<file path="config.mk">
export PLATFORM = sky130hd
export DESIGN_NAME = idu_stage
export DESIGN_NICKNAME = d
export VERILOG_FILES = /design/src/rtl/idu_stage.sv
export SDC_FILE = /design/constraint.sdc
export NUM_CORES = 1
export LEC_CHECK = 0
export ABC_AREA = 1
export BUFFER_PORTS_ARGS = -buffer_cell sky130_fd_sc_hd__buf_2
export CAP_MARGIN = 20
export CORE_ASPECT_RATIO = 0.8
export CORE_MARGIN = 4
export CORE_UTILIZATION = 45
export CTS_CLUSTER_SIZE = 28
export DETAILED_ROUTE_END_ITERATION = 16
export GPL_ROUTABILITY_DRIVEN = 0
export GPL_TIMING_DRIVEN = 0
export PLACE_DENSITY = 0.72
export SLEW_MARGIN = 25
export SYNTH_ARGS = -nofsm -noshare
export SYNTH_HDL_FRONTEND = slang
export SYNTH_SLANG_ARGS = --single-unit
</file>
<file path="constraint.sdc">
create_clock -name clk -period 1.7 [get_ports clk]
set_input_delay 0.425 -clock clk [delete_from_list [all_inputs] [get_ports clk]]
set_output_delay 0.425 -clock clk [all_outputs]
set_load 0.01 [all_outputs]
</file>
<file path="src/rtl/idu_stage.sv">
// Registered RV32I/RV32E instruction decode stage with valid/ready handshake on both sides.
// Optional RV32M decode is enabled by defining NRC_RV32M_EN.
module idu_stage #(
    parameter int XLEN    = 32,
    parameter int ALUOP_W = 3,
    parameter int BXXOP_W = 3,
    parameter int MEMOP_W = 3,
    parameter int REGID_W = 5
) (
    input  logic               clk,
    input  logic               rst_b,
    input  logic               ifu_valid,
    output logic               ifu_ready,
    input  logic [31:0]        ifu_inst,
    input  logic [XLEN-1:0]    ifu_pc,
    input  logic               flush,
    output logic               dec_valid,
    input  logic               dec_ready,
    output logic [XLEN-1:0]    dec_pc,
    output logic [ALUOP_W-1:0] dec_alu_opcode,
    output logic [BXXOP_W-1:0] dec_bxx_opcode,
    output logic [MEMOP_W-1:0] dec_mem_opcode,
    output logic               dec_alu_sub,
    output logic               dec_alu_src1_sel_pc,
    output logic               dec_alu_src1_sel_0,
    output logic               dec_alu_src2_sel_imm,
    output logic               dec_bxx,
    output logic               dec_jump,
    output logic               dec_mem_read,
    output logic               dec_mem_write,
    output logic               dec_ebreak,
    output logic               dec_rd_write,
    output logic               dec_muldiv,
    output logic               dec_illegal,
    output logic [REGID_W-1:0] dec_rd_addr,
    output logic [REGID_W-1:0] dec_rs1_addr,
    output logic [REGID_W-1:0] dec_rs2_addr,
    output logic [XLEN-1:0]    dec_imm
);

    typedef enum logic [6:0] {
        OPC_LUI    = 7'b0110111,
        OPC_AUIPC  = 7'b0010111,
        OPC_JAL    = 7'b1101111,
        OPC_JALR   = 7'b1100111,
        OPC_LOAD   = 7'b0000011,
        OPC_STORE  = 7'b0100011,
        OPC_OPIMM  = 7'b0010011,
        OPC_OP     = 7'b0110011,
        OPC_BRANCH = 7'b1100011,
        OPC_SYSTEM = 7'b1110011
    } opcode_e;

    localparam logic [31:0] INST_EBREAK = 32'h0010_0073;

    logic [6:0]         opc;
    logic [2:0]         funct3;
    logic [6:0]         funct7;
    logic [4:0]         rd_f, rs1_f, rs2_f;
    logic signed [31:0] imm_c;
    logic               illegal_c, use_rd, use_rs1, use_rs2, muldiv_c;
    logic               is_op, is_opimm;
    logic               accept;

    assign opc      = ifu_inst[6:0];
    assign funct3   = ifu_inst[14:12];
    assign funct7   = ifu_inst[31:25];
    assign rd_f     = ifu_inst[11:7];
    assign rs1_f    = ifu_inst[19:15];
    assign rs2_f    = ifu_inst[24:20];
    assign is_op    = (opc == OPC_OP);
    assign is_opimm = (opc == OPC_OPIMM);

    always_comb begin
        imm_c     = '0;
        illegal_c = 1'b0;
        use_rd    = 1'b0;
        use_rs1   = 1'b0;
        use_rs2   = 1'b0;
        muldiv_c  = 1'b0;
        case (opc)
            OPC_LUI, OPC_AUIPC: begin
                imm_c  = {ifu_inst[31:12], 12'b0};
                use_rd = 1'b1;
            end
            OPC_JAL: begin
                imm_c  = {{11{ifu_inst[31]}}, ifu_inst[31], ifu_inst[19:12], ifu_inst[20],
                          ifu_inst[30:21], 1'b0};
                use_rd = 1'b1;
            end
            OPC_JALR: begin
                imm_c     = {{20{ifu_inst[31]}}, ifu_inst[31:20]};
                use_rd    = 1'b1;
                use_rs1   = 1'b1;
                illegal_c = (funct3 != 3'd0);
            end
            OPC_LOAD: begin
                imm_c     = {{20{ifu_inst[31]}}, ifu_inst[31:20]};
                use_rd    = 1'b1;
                use_rs1   = 1'b1;
                illegal_c = (funct3 == 3'd3) || (funct3 == 3'd6) || (funct3 == 3'd7);
            end
            OPC_STORE: begin
                imm_c     = {{20{ifu_inst[31]}}, ifu_inst[31:25], ifu_inst[11:7]};
                use_rs1   = 1'b1;
                use_rs2   = 1'b1;
                illegal_c = (funct3 >= 3'd3);
            end
            OPC_OPIMM: begin
                imm_c   = {{20{ifu_inst[31]}}, ifu_inst[31:20]};
                use_rd  = 1'b1;
                use_rs1 = 1'b1;
                // Shift immediates reuse the funct7 slot as a qualifier
                if (funct3 == 3'd1)
                    illegal_c = (funct7 != 7'h00);
                else if (funct3 == 3'd5)
                    illegal_c = (funct7 != 7'h00) && (funct7 != 7'h20);
            end
            OPC_OP: begin
                use_rd  = 1'b1;
                use_rs1 = 1'b1;
                use_rs2 = 1'b1;
                case (funct7)
                    7'h00:   illegal_c = 1'b0;
                    7'h20:   illegal_c = (funct3 != 3'd0) && (funct3 != 3'd5);
`ifdef NRC_RV32M_EN
                    7'h01:   muldiv_c  = 1'b1;
`endif
                    default: illegal_c = 1'b1;
                endcase
            end
            OPC_BRANCH: begin
                imm_c     = {{19{ifu_inst[31]}}, ifu_inst[31], ifu_inst[7], ifu_inst[30:25],
                             ifu_inst[11:8], 1'b0};
                use_rs1   = 1'b1;
                use_rs2   = 1'b1;
                illegal_c = (funct3 == 3'd2) || (funct3 == 3'd3);
            end
            OPC_SYSTEM: illegal_c = (ifu_inst != INST_EBREAK);
            default:    illegal_c = 1'b1;
        endcase
        // Narrow register files reject any referenced index beyond their range
        if (REGID_W < 5) begin
            if ((use_rd  && ((rd_f  >> REGID_W) != 5'd0)) ||
                (use_rs1 && ((rs1_f >> REGID_W) != 5'd0)) ||
                (use_rs2 && ((rs2_f >> REGID_W) != 5'd0)))
                illegal_c = 1'b1;
        end
    end

    assign ifu_ready = ~dec_valid | dec_ready | flush;
    assign accept    = ifu_valid & ifu_ready & ~flush;

    always_ff @(posedge clk or negedge rst_b) begin
        if (!rst_b) begin
            dec_valid            <= 1'b0;
            dec_pc               <= '0;
            dec_alu_opcode       <= '0;
            dec_bxx_opcode       <= '0;
            dec_mem_opcode       <= '0;
            dec_alu_sub          <= 1'b0;
            dec_alu_src1_sel_pc  <= 1'b0;
            dec_alu_src1_sel_0   <= 1'b0;
            dec_alu_src2_sel_imm <= 1'b0;
            dec_bxx              <= 1'b0;
            dec_jump             <= 1'b0;
            dec_mem_read         <= 1'b0;
            dec_mem_write        <= 1'b0;
            dec_ebreak           <= 1'b0;
            dec_rd_write         <= 1'b0;
            dec_muldiv           <= 1'b0;
            dec_illegal          <= 1'b0;
            dec_rd_addr          <= '0;
            dec_rs1_addr         <= '0;
            dec_rs2_addr         <= '0;
            dec_imm              <= '0;
        end else if (flush) begin
            dec_valid <= 1'b0;
        end else if (accept) begin
            dec_valid            <= 1'b1;
            dec_pc               <= ifu_pc;
            dec_alu_opcode       <= ALUOP_W'(funct3);
            dec_bxx_opcode       <= BXXOP_W'(funct3);
            dec_mem_opcode       <= MEMOP_W'(funct3);
            dec_alu_sub          <= (funct7 == 7'h20) && (is_op || (is_opimm && funct3 == 3'd5));
            dec_alu_src1_sel_pc  <= (opc == OPC_JAL) || (opc == OPC_JALR) ||
                                    (opc == OPC_AUIPC) || (opc == OPC_BRANCH);
            dec_alu_src1_sel_0   <= (opc == OPC_LUI);
            dec_alu_src2_sel_imm <= ~is_op;
            dec_bxx              <= (opc == OPC_BRANCH) & ~illegal_c;
            dec_jump             <= ((opc == OPC_JAL) || (opc == OPC_JALR)) & ~illegal_c;
            dec_mem_read         <= (opc == OPC_LOAD) & ~illegal_c;
            dec_mem_write        <= (opc == OPC_STORE) & ~illegal_c;
            dec_ebreak           <= (ifu_inst == INST_EBREAK) & ~illegal_c;
            dec_rd_write         <= use_rd & (rd_f != 5'd0) & ~illegal_c;
            dec_muldiv           <= muldiv_c & ~illegal_c;
            dec_illegal          <= illegal_c;
            dec_rd_addr          <= REGID_W'(rd_f);
            dec_rs1_addr         <= REGID_W'(rs1_f);
            dec_rs2_addr         <= REGID_W'(rs2_f);
            dec_imm              <= XLEN'(imm_c);
        end else if (dec_ready) begin
            dec_valid <= 1'b0;
        end
    end

endmodule

</file>
; Word-level counts from Yosys, hierarchy flattened
; Cells that the tools add are included.
[word_totals]
regBits = 94
latch_bits = 0
ramBits = 0
romBits = 0
in_bits = 69
output_inout_bits = 102
word_cells = 85
n_memories = 0
[classes]
addsub = 0
mul = 0
div = 0
n_lt_le_gt_ge = 1
eq_ne = 21
shifts = 0
n_mux = 9
n_bitwise = 15
n_reduce_logical = 21
[op_table]
columns = operator, count
row1 = 32-bit one-hot mux with 5 select lines, 1
row2 = 32-bit by 21-bit == test with 1-bit output (second input constant), 1
row3 = 32-bit by 21-bit != test with 1-bit output (second input constant), 1
row4 = 7-bit by 6-bit == test with 1-bit output (second input constant), 4
row5 = 7-bit == test (second input constant), 4
row6 = 7-bit by 5-bit == test with 1-bit output (second input constant), 2
row7 = 1-bit AND, 9
row8 = 3-bit == test (second input constant), 3
row9 = 1-bit one-hot mux with 8 select lines, 1
row10 = 7-bit by 2-bit == test with 1-bit output (second input constant), 1
row11 = 7-bit zero test, 1
row12 = 1-bit logical OR, 7
row13 = 7-bit by 6-bit != test with 1-bit output (second input constant), 1
row14 = 7-bit nonzero test, 1
row15 = 7-bit OR reduction, 1
row16 = 3-bit by 2-bit == test with 1-bit output (second input constant), 2
row17 = 1-bit 2-to-1 mux, 6
row18 = 3-bit nonzero test, 2
row19 = 3-bit OR reduction, 2
row20 = 5-bit nonzero test, 1
row21 = 1-bit logical AND, 4
row22 = 1-bit inverter, 4
row23 = 3-bit by 1-bit == test with 1-bit output (second input constant), 1
row24 = 3-bit by 2-bit greater-or-equal comparator with 1-bit output (second input constant), 1
row25 = 5 further kinds, 6

; Logic depth before layout (Yosys ltp)
; Gate-level depths: netlist of the first run.
[depth]
depth_word = 7
ltp_mapped = 12
ltp_nobuf = 12

; Worst setup path after synthesis of the first run
; OpenSTA, ideal clock, no wires.
[synth_timing]
path_kind = input to register
from = in ifu_inst[1]
to = reg dec_imm[21]
setup_time_ns = 0.119
t_arrival_ns = 1.405
required_time_ns = 1.581
path_slack_ns = 0.176
cell_stages = 11
n_path_buf = 1
cell_sequence = nand2_1 -> inv_2 -> nand2_2 -> nor2_1 -> nor2_4 -> nand2_4 -> nor2_8 -> nor2_2 -> nand2_2 -> buf_6 -> nand2_2
[synth_between]
elab_chain_cells = 3
word_cells_on_any_way = 11
classes_between = 8 x eq/ne / 1 x mux / 2 x reduce/logical
[synth_rtl]
columns = element, line
row1 = "start, declared", 14  ; input logic [31:0] ifu_inst,
row2 = "7-bit by 5-bit == test with 1-bit output, or another cell as far along", 81  ; case (opc)
row3 = 3-bit OR reduction (no line) or 2-bit OR reduction (tied branches), --
row4 = 32-bit one-hot mux with 5 select lines *, 81
row5 = "end signal, assigned", 201  ; dec_imm <= XLEN'(imm_c);
row6 = "end, declared", 38  ; output logic [XLEN-1:0] dec_imm
; Every way passes the cells marked *; elsewhere a longest branch is shown, timed or not.
; A chain may end at the register's enable or synchronous reset.

; Worst setup path in the final report of the first run
[layout_timing]
from = reg dec_valid
to = reg dec_imm[19]
[layout_between]
elab_chain_cells = 6
[layout_rtl]
columns = element, line
row1 = "start, declared", 17  ; output logic dec_valid,
row2 = "start signal, assigned", 156  ; dec_valid <= 1'b0;
row3 = "start signal, assigned", 178  ; dec_valid <= 1'b0;
row4 = "start signal, assigned", 180  ; dec_valid <= 1'b1;
row5 = 1-bit inverter, 151  ; assign ifu_ready = ~dec_valid | dec_ready | flush;
row6 = 1-bit OR (2 in a row), 151
row7 = 1-bit AND (2 in a row), 152  ; assign accept = ifu_valid & ifu_ready & ~flush;
row8 = 2-bit AND reduction (no line), --
; Every way passes these cells.

==> results of run 1 <==
## logic make-up (layout without fill, tap and decap cells)
family | Yosys count | count (layout)
simple gates | 305 | 305
flops | 94 | 94
compound gates | 70 | 70
buf+inv | 60 | 246
other cells | 1 | 1
mux | 1 | 1
## layer usage
layer | track usage | up-vias
met4 | 0.0602 | 0
met1 | 0.328 | 1960
met5 | 0 | -
met2 | 0.340 | 178
met3 | 0.0546 | 15
li1 | - | 2021
## final timing paths
kind | to | slack [ps] | start | cells past startpoint
max in group asynchronous | dec_imm[0]$_DFFE_PN0P_ | 1100 | rst_b | 2
max | dec_imm[19]$_DFFE_PN0P_ | 140 | dec_valid$_DFFE_PN0P_ | 7
max reg2reg | dec_imm[19]$_DFFE_PN0P_ | 140 | dec_valid$_DFFE_PN0P_ | 7
min | dec_pc[10]$_DFFE_PN0P_ | -2 | rst_b | 1
min reg2reg | dec_imm[16]$_DFFE_PN0P_ | 470 | dec_imm[16]$_DFFE_PN0P_ | 2
min in group clk | dec_pc[27]$_DFFE_PN0P_ | 280 | ifu_pc[27] | 3
## power groups by stage
stage / combinational [mW] / sequential [mW] / clock [mW]
3_3_place_gp: 0.929 / 2.60 / 0
6_report: 0.959 / 2.57 / 2.05
4_1_cts: 0.967 / 2.57 / 2.11
5_1_grt: 1.07 / 2.60 / 2.22
2_1_floorplan: 0.352 / 2.71 / 0
3_5_place_dp: 0.963 / 2.61 / 0
## through the flow
stage	hold WS (ps)	instance area, um2	util	total power, mW	setup WS (ps)
final	-2.15	5610	0.612	5.58	136
after global routing	12.0	5610	0.612	5.89	39.7
after CTS	2.25	5600	0.611	5.64	5.13
after detailed placement	360	5290	0.577	3.57	-300
after global placement	458	5250	0.574	3.53	-678
after floorplan	129	4260	-	3.06	176
## timing repair
item,CTS,global route
pin swaps,0,0
gates resized for setup,3,10
setup endpoints to repair,15,33
## state kept, by name (all words and copies together), names as in the netlist
register / flops
dec_ebreak: 1
dec_illegal: 1
dec_imm: 32
dec_rd_write: 1
dec_mem_read: 1
dec_mem_write: 1
dec_alu_src2_sel_imm: 1
dec_jump: 1
dec_alu_sub: 1
dec_bxx: 1
dec_pc: 32
dec_valid: 1
dec_alu_src1_sel_0: 1
dec_rs2_addr: 5
dec_alu_src1_sel_pc: 1
dec_mem_opcode: 3
dec_rs1_addr: 5
dec_rd_addr: 5
## layout make-up
cell class                      count  area, um2  area share
Inverter                           32        120      0.0214
Multi-Input combinational cell    377       1650       0.294
Clock inverter                      6       68.8      0.0123
Buffer                             28        156      0.0279
Timing Repair Buffer              170        880       0.157
Tap cell                          115        144      0.0257
Sequential cell                    94       2350       0.420
Clock buffer                       10        239      0.0426
## layout by cell type (no fill, tap or decap), types with 2 or more instances in the layout
cell type	netlist	final
clkinv_4	0	2
inv_1	27	27
buf_4	7	7
inv_2	5	5
clkbuf_2	0	7
a21oi_1	21	21
o31ai_1	2	2
nor2_1	46	46
nor2_2	4	4
clkbuf_16	0	9
buf_2	4	175
nor3_1	7	7
buf_6	1	2
o21ai_0	38	38
o21ai_1	2	2
o22ai_1	5	5
clkbuf_1	9	6
nand2_2	16	16
nor2_4	2	2
nand3_1	15	15
nand2_1	212	212
dfrtp_1	94	94
## worst register-to-register path, delay by kind of cell (launching register included)
kind	cells	cell delay [ps]
buf+inv	3	640
simple gates	4	490
flops	1	380
==> summary.md, run 1 <==
| Metric | Value |
|---|---|
| Status | `complete, but fails checks` |
| Violated checks | `hold timing` |
| Critical path's largest stage delay | `380 ps` |
| Number of synthesized flops with an enable pin | `0` |
| Clk_lat worst skew | `340 ps` |
| Syn Nets | `600` |
| Most common cell on crit path | `nand2_1` |
| CP max stage cell | `dfrtp_1` |
| Share of the synthesized area in the top cell type | `0.552` |
| Ys flop type | `dfrtp_1` |
| Setup Crit Path Kind | `reg2reg` |
| Area of the core | `9150 um2` |
| DRT antenna net count | `0` |
| Number of global-route vias before repair | `3941` |
| Non-filler cells, final | `832` |
| Cts bufs inserted | `9` |
| CP max FO | `10` |
| Die W | `117 um` |
| DRC violations left | `0` |
| Startpoint type of the worst setup path | `flip-flop` |
| Number of placed I/O pins | `171` |
| Crit end category | `flip-flop` |
| Cell total after placement | `816` |
| Via density | `5.02` |
| Int Power | `4.02 mW` |
| GRT overflow | `0` |
| Sequential cell area fraction in the yosys report | `0.552` |
| Clock sink count | `94` |
| Max Cap Viol | `0` |
| Critical Path AT | `1830 ps` |
| Ys Warns | `0` |
| Fillcell total | `852` |
| Fin. Hold Viols | `1` |
| Met3 wire length | `983 um` |
| Post-Route WL | `12500 um` |
| Rows | `31` |
| N_diodes | `0` |
| Vias | `4174` |
| Measured slew at the worst slew-check pin | `583 ps` |
| Sequential Power Share | `0.461` |
| Rel. slew slack | `0.611` |
| WHS | `-2.15 ps` |
| Clock-pin slew on the worst setup and hold paths | `70 ps` |
| Mapped Cells | `531` |
| Clock root cell | `clkbuf_16` |
| Worst EP required | `1970 ps` |
| Final nets | `781` |
| Largest family of logic cells by synthesized area | `simple AND/OR/NAND/NOR gates` |
| Clock network power share | `0.368` |
| Max Slew Vio Count | `0` |
| Largest net degree at the start of global routing | `56` |
| Top routing layer used | `met4` |
| Minimum clock period | `1560 ps` |
| Switching power | `1.56 mW` |
| Per-cell routed wire length | `15.0 um` |
| Final setup TNS | `0 ps` |
| H-tree Lvls | `3` |
| Initial antenna violation count | `0` |
| DIE HEIGHT | `95.0 um` |
| Distinct cells, synth | `27` |
| Most common cell in the netlist | `nand2_1` |
| DP HPWL | `9610 um` |
| Port bufs | `169` |
| Synth top cells by count | `212 x nand2_1, 94 x dfrtp_1, 46 x nor2_1, 38 x o21ai_0, 27 x inv_1` |
| Synth Area in Compound Gates | `0.0863` |
| TritonRoute pass-1 iters | `5` |
| Synth Register Bits | `94` |
| Synth Area in XOR/XNOR | `0` |
| Share of cells above drive strength 1 | `0.331` |
| CTS tree | `yes` |
| Synthesized area | `4260 um2` |
| Critical path's top delay family | `buffers and inverters` |
| Post-synthesis async set-or-reset flop share | `1.00` |
| # Post-CTS Setup Buffers | `0` |
| Die ar. | `11100 um2` |
| Pleak | `3.26 nW` |
| First-pass GRT wire length | `19500 um` |
| Sw Ratio | `0.280` |
| Simple-Gate Fraction of Synth Area | `0.297` |
| M1 wire length | `5750 um` |
| Starting Density | `0.466` |
| Met2 wire len | `5570 um` |
| Global-route usage over all layers | `0.226` |
| CTS max path bufs | `2` |
| Hold crit path type | `in2async` |
| PD cells | `996 nW/um2` |
| Final setup viols | `0` |
| Synth top area cells | `dfrtp_1 55%, nand2_1 19%, o21ai_0 4.5%` |
| Post-CTS Hold Buffers | `0` |
| Multiplexer share of the synthesized area | `0.00235` |
| Initial DRC Count | `376` |
| Synth area leader | `dfrtp_1` |
| FMAX | `0.639 GHz` |
| Part of the cycle the worst path needs | `0.920` |
| Clk_skew | `10.7 ps` |
| Synth Area in Adders | `0` |
| RSZ-0062 raised after global routing | `no` |
| Combinational power share | `0.172` |
| Synthesized area per cell | `8.03 um2` |
| Worst Path Buf+Inv | `3` |
| Peak VDD IR | `0.615 mV` |
| Cell-by-cell trace of the critical path | `nand2_1 -> nand2_1 -> inv_1 -> buf_2 -> buf_2 -> nand2_1 -> nand2_1` |
| Area Growth Syn to Fin | `31.5%` |
Power figures use the tool's default switching activity.
==> run 2: changes to the inputs <==
Settings changed: BUFFER_PORTS_ARGS -buffer_cell sky130_fd_sc_hd__buf_2 to unset, DONT_BUFFER_PORTS set to 1, PLACE_DENSITY 0.72 to 0.57.
==> run 2 against run 1 <==
  * The flow still finishes with violations (hold timing)
  * Hold slack worse by 220 ps
  * Setup slack better by 79 ps
  * Non-clock buffer count down 170
  * Flip-flop and latch count unchanged
  * Via count down 16%
  * Fmax up 5.3%
  * Clock skew down 5.9 ps
  * Cell area down 15%
  * Critical path depth down 1
  * Sequential power up 6%
  * Clock power up 5%
  * Highest routed layer unchanged
==> summary.md, run 2 (synthesis results as in run 1) <==
| Metric | Value |
|---|---|
| Status | `complete, but fails checks` |
| Violated checks | `hold timing` |
| Crit end category | `flip-flop` |
| Reg area | `2350 um2 (unchanged)` |
| R2R Path Start | `dec_valid$_DFFE_PN0P_` |
| TritonRoute pass-1 iters | `4 (-1)` |
| WHS | `-220 ps (-218 ps)` |
| Number of placed I/O pins | `171 (unchanged)` |
| Clk_lat worst skew | `330 ps (about the same)` |
| Final nets | `611 (-22%)` |
| Crit path from | `dec_valid$_DFFE_PN0P_` |
| Cell-by-cell trace of the critical path | `nand2_1 -> nand2_2 -> buf_2 -> buf_2 -> nand2_1 -> o31ai_1` |
| Final Power | `5.33 mW (-4.6%)` |
| CP max stage cell | `dfrtp_1` |
| GRT overflow | `0 (unchanged)` |
| Fin util | `0.518 (-0.0940)` |
| First-pass GRT wire length | `17800 um (-8.7%)` |
| Per-cell routed wire length | `17.5 um (+17%)` |
| DRT antenna net count | `0 (unchanged)` |
| Commonest non-fill, non-tap cell in the layout | `nand2_1` |
| Area after DPL | `4410 um2 (-17%)` |
| Measured slew at the worst slew-check pin | `542 ps (-40.7 ps)` |
| Die W | `117 um (unchanged)` |
| Crit path depth | `6 (-1)` |
| Cell total after placement | `646 (-21%)` |
| Register-to-Register Path Depth | `6 (-1)` |
| Minimum clock period | `1490 ps (-79.2 ps)` |
| Number of global-route vias before repair | `3372 (-14%)` |
| Max Cap Viol | `0 (unchanged)` |
| Global-route usage over all layers | `0.208 (-0.0175)` |
| Setup Crit Path Kind | `reg2reg` |
| Clock-pin slew on the worst setup and hold paths | `70 ps (about the same)` |
| Worst EP required | `1940 ps (-30 ps)` |
| Critical Path AT | `1720 ps (-110 ps)` |
| H-tree Lvls | `3 (unchanged)` |
| Critical path's top delay family | `buffers and inverters` |
| Multi-input logic area | `1650 um2 (+0.15%)` |
| Part of the cycle the worst path needs | `0.874 (-0.0466)` |
| CTS tree | `yes` |
| Initial DRC Count | `314 (-16%)` |
| Non-filler cells, final | `662 (-20%)` |
| Fillcell total | `919 (+7.9%)` |
| Post-place setup slack | `-230 ps (+69.7 ps)` |
| Clock root cell | `clkbuf_16` |
| Biggest regs | `dec_imm (32), dec_pc (32)` |
| Area Growth Syn to Fin | `11.3%` |
| Cts bufs inserted | `9 (unchanged)` |
| Post-Route WL | `11600 um (-7.3%)` |
| RSZ-0062 raised after global routing | `no` |
| Crit path to | `dec_alu_src1_sel_0$_DFFE_PN0P_` |
| Max Slew Vio Count | `0 (unchanged)` |
| Critical path's largest stage delay | `410 ps (+30 ps)` |
| DP HPWL | `8650 um (-10%)` |
| Worst Path Buf+Inv | `2 (-1)` |
| Clock sink count | `94 (unchanged)` |
| Startpoint type of the worst setup path | `flip-flop` |
| Rel. slew slack | `0.636 (+0.0243)` |
| Final WS setup | `215 ps (+79.2 ps)` |
| Clk_skew | `4.83 ps (-5.91 ps)` |
| CTS max path bufs | `2 (unchanged)` |
| Final setup TNS | `0 ps (unchanged)` |
| DIE HEIGHT | `95.0 um (unchanged)` |
| Worst r2r dst | `dec_alu_src1_sel_0$_DFFE_PN0P_` |
| DRC violations left | `0 (unchanged)` |
| Fin. Hold Viols | `94 (+93)` |
| Share of cells above drive strength 1 | `0.124 (-0.206)` |
| Pleak | `2.50 nW (-23%)` |
| Hold crit path type | `in2async` |
| CP max FO | `10 (unchanged)` |
| PD cells | `1120 nW/um2 (+13%)` |
| Area of the core | `9150 um2 (unchanged)` |
| Largest net degree at the start of global routing | `95 (+70%)` |
| Starting Density | `0.466 (unchanged)` |
| Die ar. | `11100 um2 (unchanged)` |
| Final setup viols | `0 (unchanged)` |
| Initial antenna violation count | `0 (unchanged)` |
| N_diodes | `0 (unchanged)` |
| Via density | `5.29 (+5.4%)` |
| Port bufs | `0 (-100%)` |
| Peak VDD IR | `0.683 mV (+11%)` |
| Reg2reg setup slack | `210 ps (+80 ps)` |
| Rows | `31 (unchanged)` |
| Post-route cell area | `4740 um2 (-15%)` |
| Vias | `3499 (-16%)` |
| FMAX | `0.673 GHz (+5.3%)` |
| Most frequent cells in the layout | `211 x nand2_1, 94 x dfrtp_1, 46 x nor2_1` |
-- run 2: worst min-delay path by stage --
stage / endpoint / cells after the start / slack [ps] / from
finish: dec_imm[14]$_DFFE_PN0P_ / 0 / -220 / rst_b
global route: dec_rs1_addr[2]$_DFFE_PN0P_ / 0 / -250 / rst_b
CTS: dec_imm[16]$_DFFE_PN0P_ / 0 / -230 / rst_b
detailed placement: dec_imm[16]$_DFFE_PN0P_ / 0 / 130 / rst_b
global placement: dec_rs1_addr[2]$_DFFE_PN0P_ / 0 / 130 / rst_b
floorplan: dec_alu_src1_sel_0$_DFFE_PN0P_ / 0 / 130 / rst_b
-- run 2: layer usage --
metal  GRT usage  vias to the layer above  routed length, um
met1       0.294                     1652               5020
met2       0.303                      153               4990
met3      0.0819                       14               1400
met4      0.0497                        0                166
met5           0                        -                  0
li1            -                     1680                  -
-- run 2: area by class of cell --
| type | count | share of cell area |
|---|---|---|
| inverter | 32 | 0.0253 |
| buffer | 28 | 0.0335 |
| clock buffer | 9 | 0.0475 |
| tap | 115 | 0.0303 |
| sequential | 94 | 0.496 |
| multi-input combinational | 377 | 0.347 |
| clock inverter | 7 | 0.0203 |
-- run 2: power breakdown --
part           leakage [nW]  internal, mW  total, mW  switching (mW)
Sequential             1.23          2.45       2.73           0.275
Combinational          1.12         0.165      0.444           0.279
Clock                 0.153          1.29       2.16           0.862
-- run 2: timing repair --
| item | in CTS | in global routing |
|---|---|---|
| resized for setup | 9 | 4 |
| hold endpoints to repair | 94 | 94 |
| pin swaps | 0 | 0 |
| setup endpoints to repair | 50 | 51 |
| setup buffers | 0 | 0 |
==> run 3: changes to the inputs <==
Settings changed: CTS_BUF_LIST set to sky130_fd_sc_hd__clkbuf_8.
==> run 3 against run 2 <==
  * Critical path depth unchanged
  * The flow still finishes with violations (hold timing)
  * Hold slack worse by 35 ps
  * Highest routed layer unchanged
  * Die area did not move
  * Flip-flop and latch count unchanged
  * Largest power group unchanged
==> summary.md, run 3 (synthesis results as in run 1) <==
| Metric | Value |
|---|---|
| Clk_skew | `5.75 ps (+0.915 ps)` |
| Measured slew at the worst slew-check pin | `526 ps (-15.9 ps)` |
| TritonRoute pass-1 iters | `5 (+1)` |
| Initial antenna violation count | `0 (unchanged)` |
| Biggest regs | `dec_imm (32), dec_pc (32)` |
| Per-cell routed wire length | `17.5 um (+0.30%)` |
| Crit path depth | `6 (unchanged)` |
| Met2 wire len | `4990 um (+0.12%)` |
| DRT antenna net count | `0 (unchanged)` |
| Clock-pin slew on the worst setup and hold paths | `90 ps (+20 ps)` |
| Post-route cell area | `4640 um2 (-2.1%)` |
| Part of the cycle the worst path needs | `0.877 (+0.00379)` |
| Minimum clock period | `1490 ps (+6.44 ps)` |
| Commonest non-fill, non-tap cell in the layout | `nand2_1` |
| Largest net degree at the start of global routing | `95 (unchanged)` |
| Critical path's top delay family | `buffers and inverters` |
| CP max FO | `10 (unchanged)` |
| Die ar. | `11100 um2 (unchanged)` |
| Die W | `117 um (unchanged)` |
| Most frequent cells in the layout | `211 x nand2_1, 94 x dfrtp_1, 46 x nor2_1` |
| Global-route usage over all layers | `0.209 (+0.000648)` |
| Critical Path AT | `1760 ps (+40 ps)` |
| Share of cells above drive strength 1 | `0.124 (unchanged)` |
| GRT overflow | `0 (unchanged)` |
| Number of placed I/O pins | `171 (unchanged)` |
| Final Power | `4.82 mW (-9.6%)` |
| Rel. slew slack | `0.646 (+0.0107)` |
| WHS | `-255 ps (-35.5 ps)` |
| Startpoint type of the worst setup path | `flip-flop` |
| Rows | `31 (unchanged)` |
| Post-Route WL | `11600 um (+0.30%)` |
| Setup Crit Path Kind | `reg2reg` |
| Starting Density | `0.466 (unchanged)` |
| # Post-CTS Setup Buffers | `0 (unchanged)` |
| Max Slew Vio Count | `0 (unchanged)` |
| DRC violations left | `0 (unchanged)` |
| Clock root cell | `clkbuf_8` |
| Register-to-Register Path Depth | `6 (unchanged)` |
| Critical path's largest stage delay | `410 ps (about the same)` |
| Clock sink count | `94 (unchanged)` |
| RSZ-0062 raised after global routing | `no` |
| Initial DRC Count | `296 (-5.7%)` |
| Worst EP required | `1970 ps (+30 ps)` |
| Port bufs | `0 (unchanged)` |
| H-tree Lvls | `3 (unchanged)` |
| Worst Path Buf+Inv | `2 (unchanged)` |
| Area of the core | `9150 um2 (unchanged)` |
| Area Growth Syn to Fin | `8.95%` |
| First-pass GRT wire length | `17800 um (about the same)` |
| Status | `complete, but fails checks` |
| Violated checks | `hold timing` |
| Top routing layer used | `met4` |
| CP max stage cell | `dfrtp_1` |
| Via density | `5.28 (-0.14%)` |
| DIE HEIGHT | `95.0 um (unchanged)` |
| DP HPWL | `8650 um (unchanged)` |
| Peak VDD IR | `0.611 mV (-10%)` |
| M1 wire length | `5090 um (+1.5%)` |
| Clk_lat worst skew | `360 ps (+30 ps)` |
| CTS max path bufs | `2 (unchanged)` |
| Crit end category | `flip-flop` |
| Max Cap Viol | `0 (unchanged)` |
| Hold crit path type | `in2async` |
| Vias | `3494 (-0.14%)` |
| Final setup viols | `0 (unchanged)` |
| FMAX | `0.670 GHz (-0.43%)` |
| PD cells | `1040 nW/um2 (-7.6%)` |
| CTS tree | `yes` |
| Cts bufs inserted | `9 (unchanged)` |
| Cell-by-cell trace of the critical path | `nand2_1 -> nand2_2 -> buf_2 -> buf_2 -> nand2_1 -> o31ai_1` |
| Fin. Hold Viols | `94 (unchanged)` |
| Area after DPL | `4410 um2 (unchanged)` |
| Met3 wire length | `1320 um (-5.7%)` |
| Pleak | `2.45 nW (-1.9%)` |
| Final nets | `611 (unchanged)` |
| Number of global-route vias before repair | `3353 (-0.56%)` |
| N_diodes | `0 (unchanged)` |
[run 3: area by class of cell]
class | instances | area, um2
clock inverter | 7 | 96.3
inverter | 32 | 120
fill | 933 | 4510
multi-input combinational | 377 | 1650
clock buffer | 9 | 124
tap | 115 | 144
sequential | 94 | 2350
buffer | 28 | 159
[run 3: repair_timing]
action / CTS / global route
gates resized for setup: 9 / 4
setup endpoints to repair: 50 / 57
endpoints found under the hold margin: 94 / 94
[run 3: worst register-to-register path, stage by stage, from the launching register on]
cell and delay, ps:
dfrtp_1 410, nand2_1 100, nand2_2 180, buf_2 280, buf_2 280, nand2_1 80, o31ai_1 70
[run 3: per-layer routing]
layer / vias up / GRT usage
met5: - / 0
li1: 1678 / -
met3: 13 / 0.0819
met2: 141 / 0.301
met4: 0 / 0.0554
met1: 1662 / 0.295
[run 3: report_power, final]
part | internal, mW | switching, mW | leakage, nW
combinational | 0.165 | 0.280 | 1.12
clock | 0.833 | 0.815 | 0.107
sequential | 2.45 | 0.274 | 1.23
[run 3: final timing paths]
check / slack [ps] / from / end
setup / recovery: 210 / dec_valid$_DFFE_PN0P_ / dec_alu_src1_sel_0$_DFFE_PN0P_
hold reg to reg: 560 / dec_pc[20]$_DFFE_PN0P_ / dec_pc[20]$_DFFE_PN0P_
hold / removal: -260 / rst_b / dec_rs1_addr[2]$_DFFE_PN0P_
setup reg to reg: 210 / dec_valid$_DFFE_PN0P_ / dec_alu_src1_sel_0$_DFFE_PN0P_
min in group clk: 170 / ifu_pc[1] / dec_pc[1]$_DFFE_PN0P_
max in group asynchronous: 1800 / rst_b / dec_imm[10]$_DFFE_PN0P_
[run 3: stage by stage]
stage | worst slack, ps | instances | util | setup TNS (ps)
detailed placement | -230 | 646 | 0.481 | -4420
global route | 43.2 | 662 | 0.507 | 0
CTS | 26.5 | 662 | 0.507 | 0
floorplan | 176 | 531 | - | 0
global placement | -208 | 646 | 0.481 | -3890
finish | 208 | 662 | 0.507 | 0
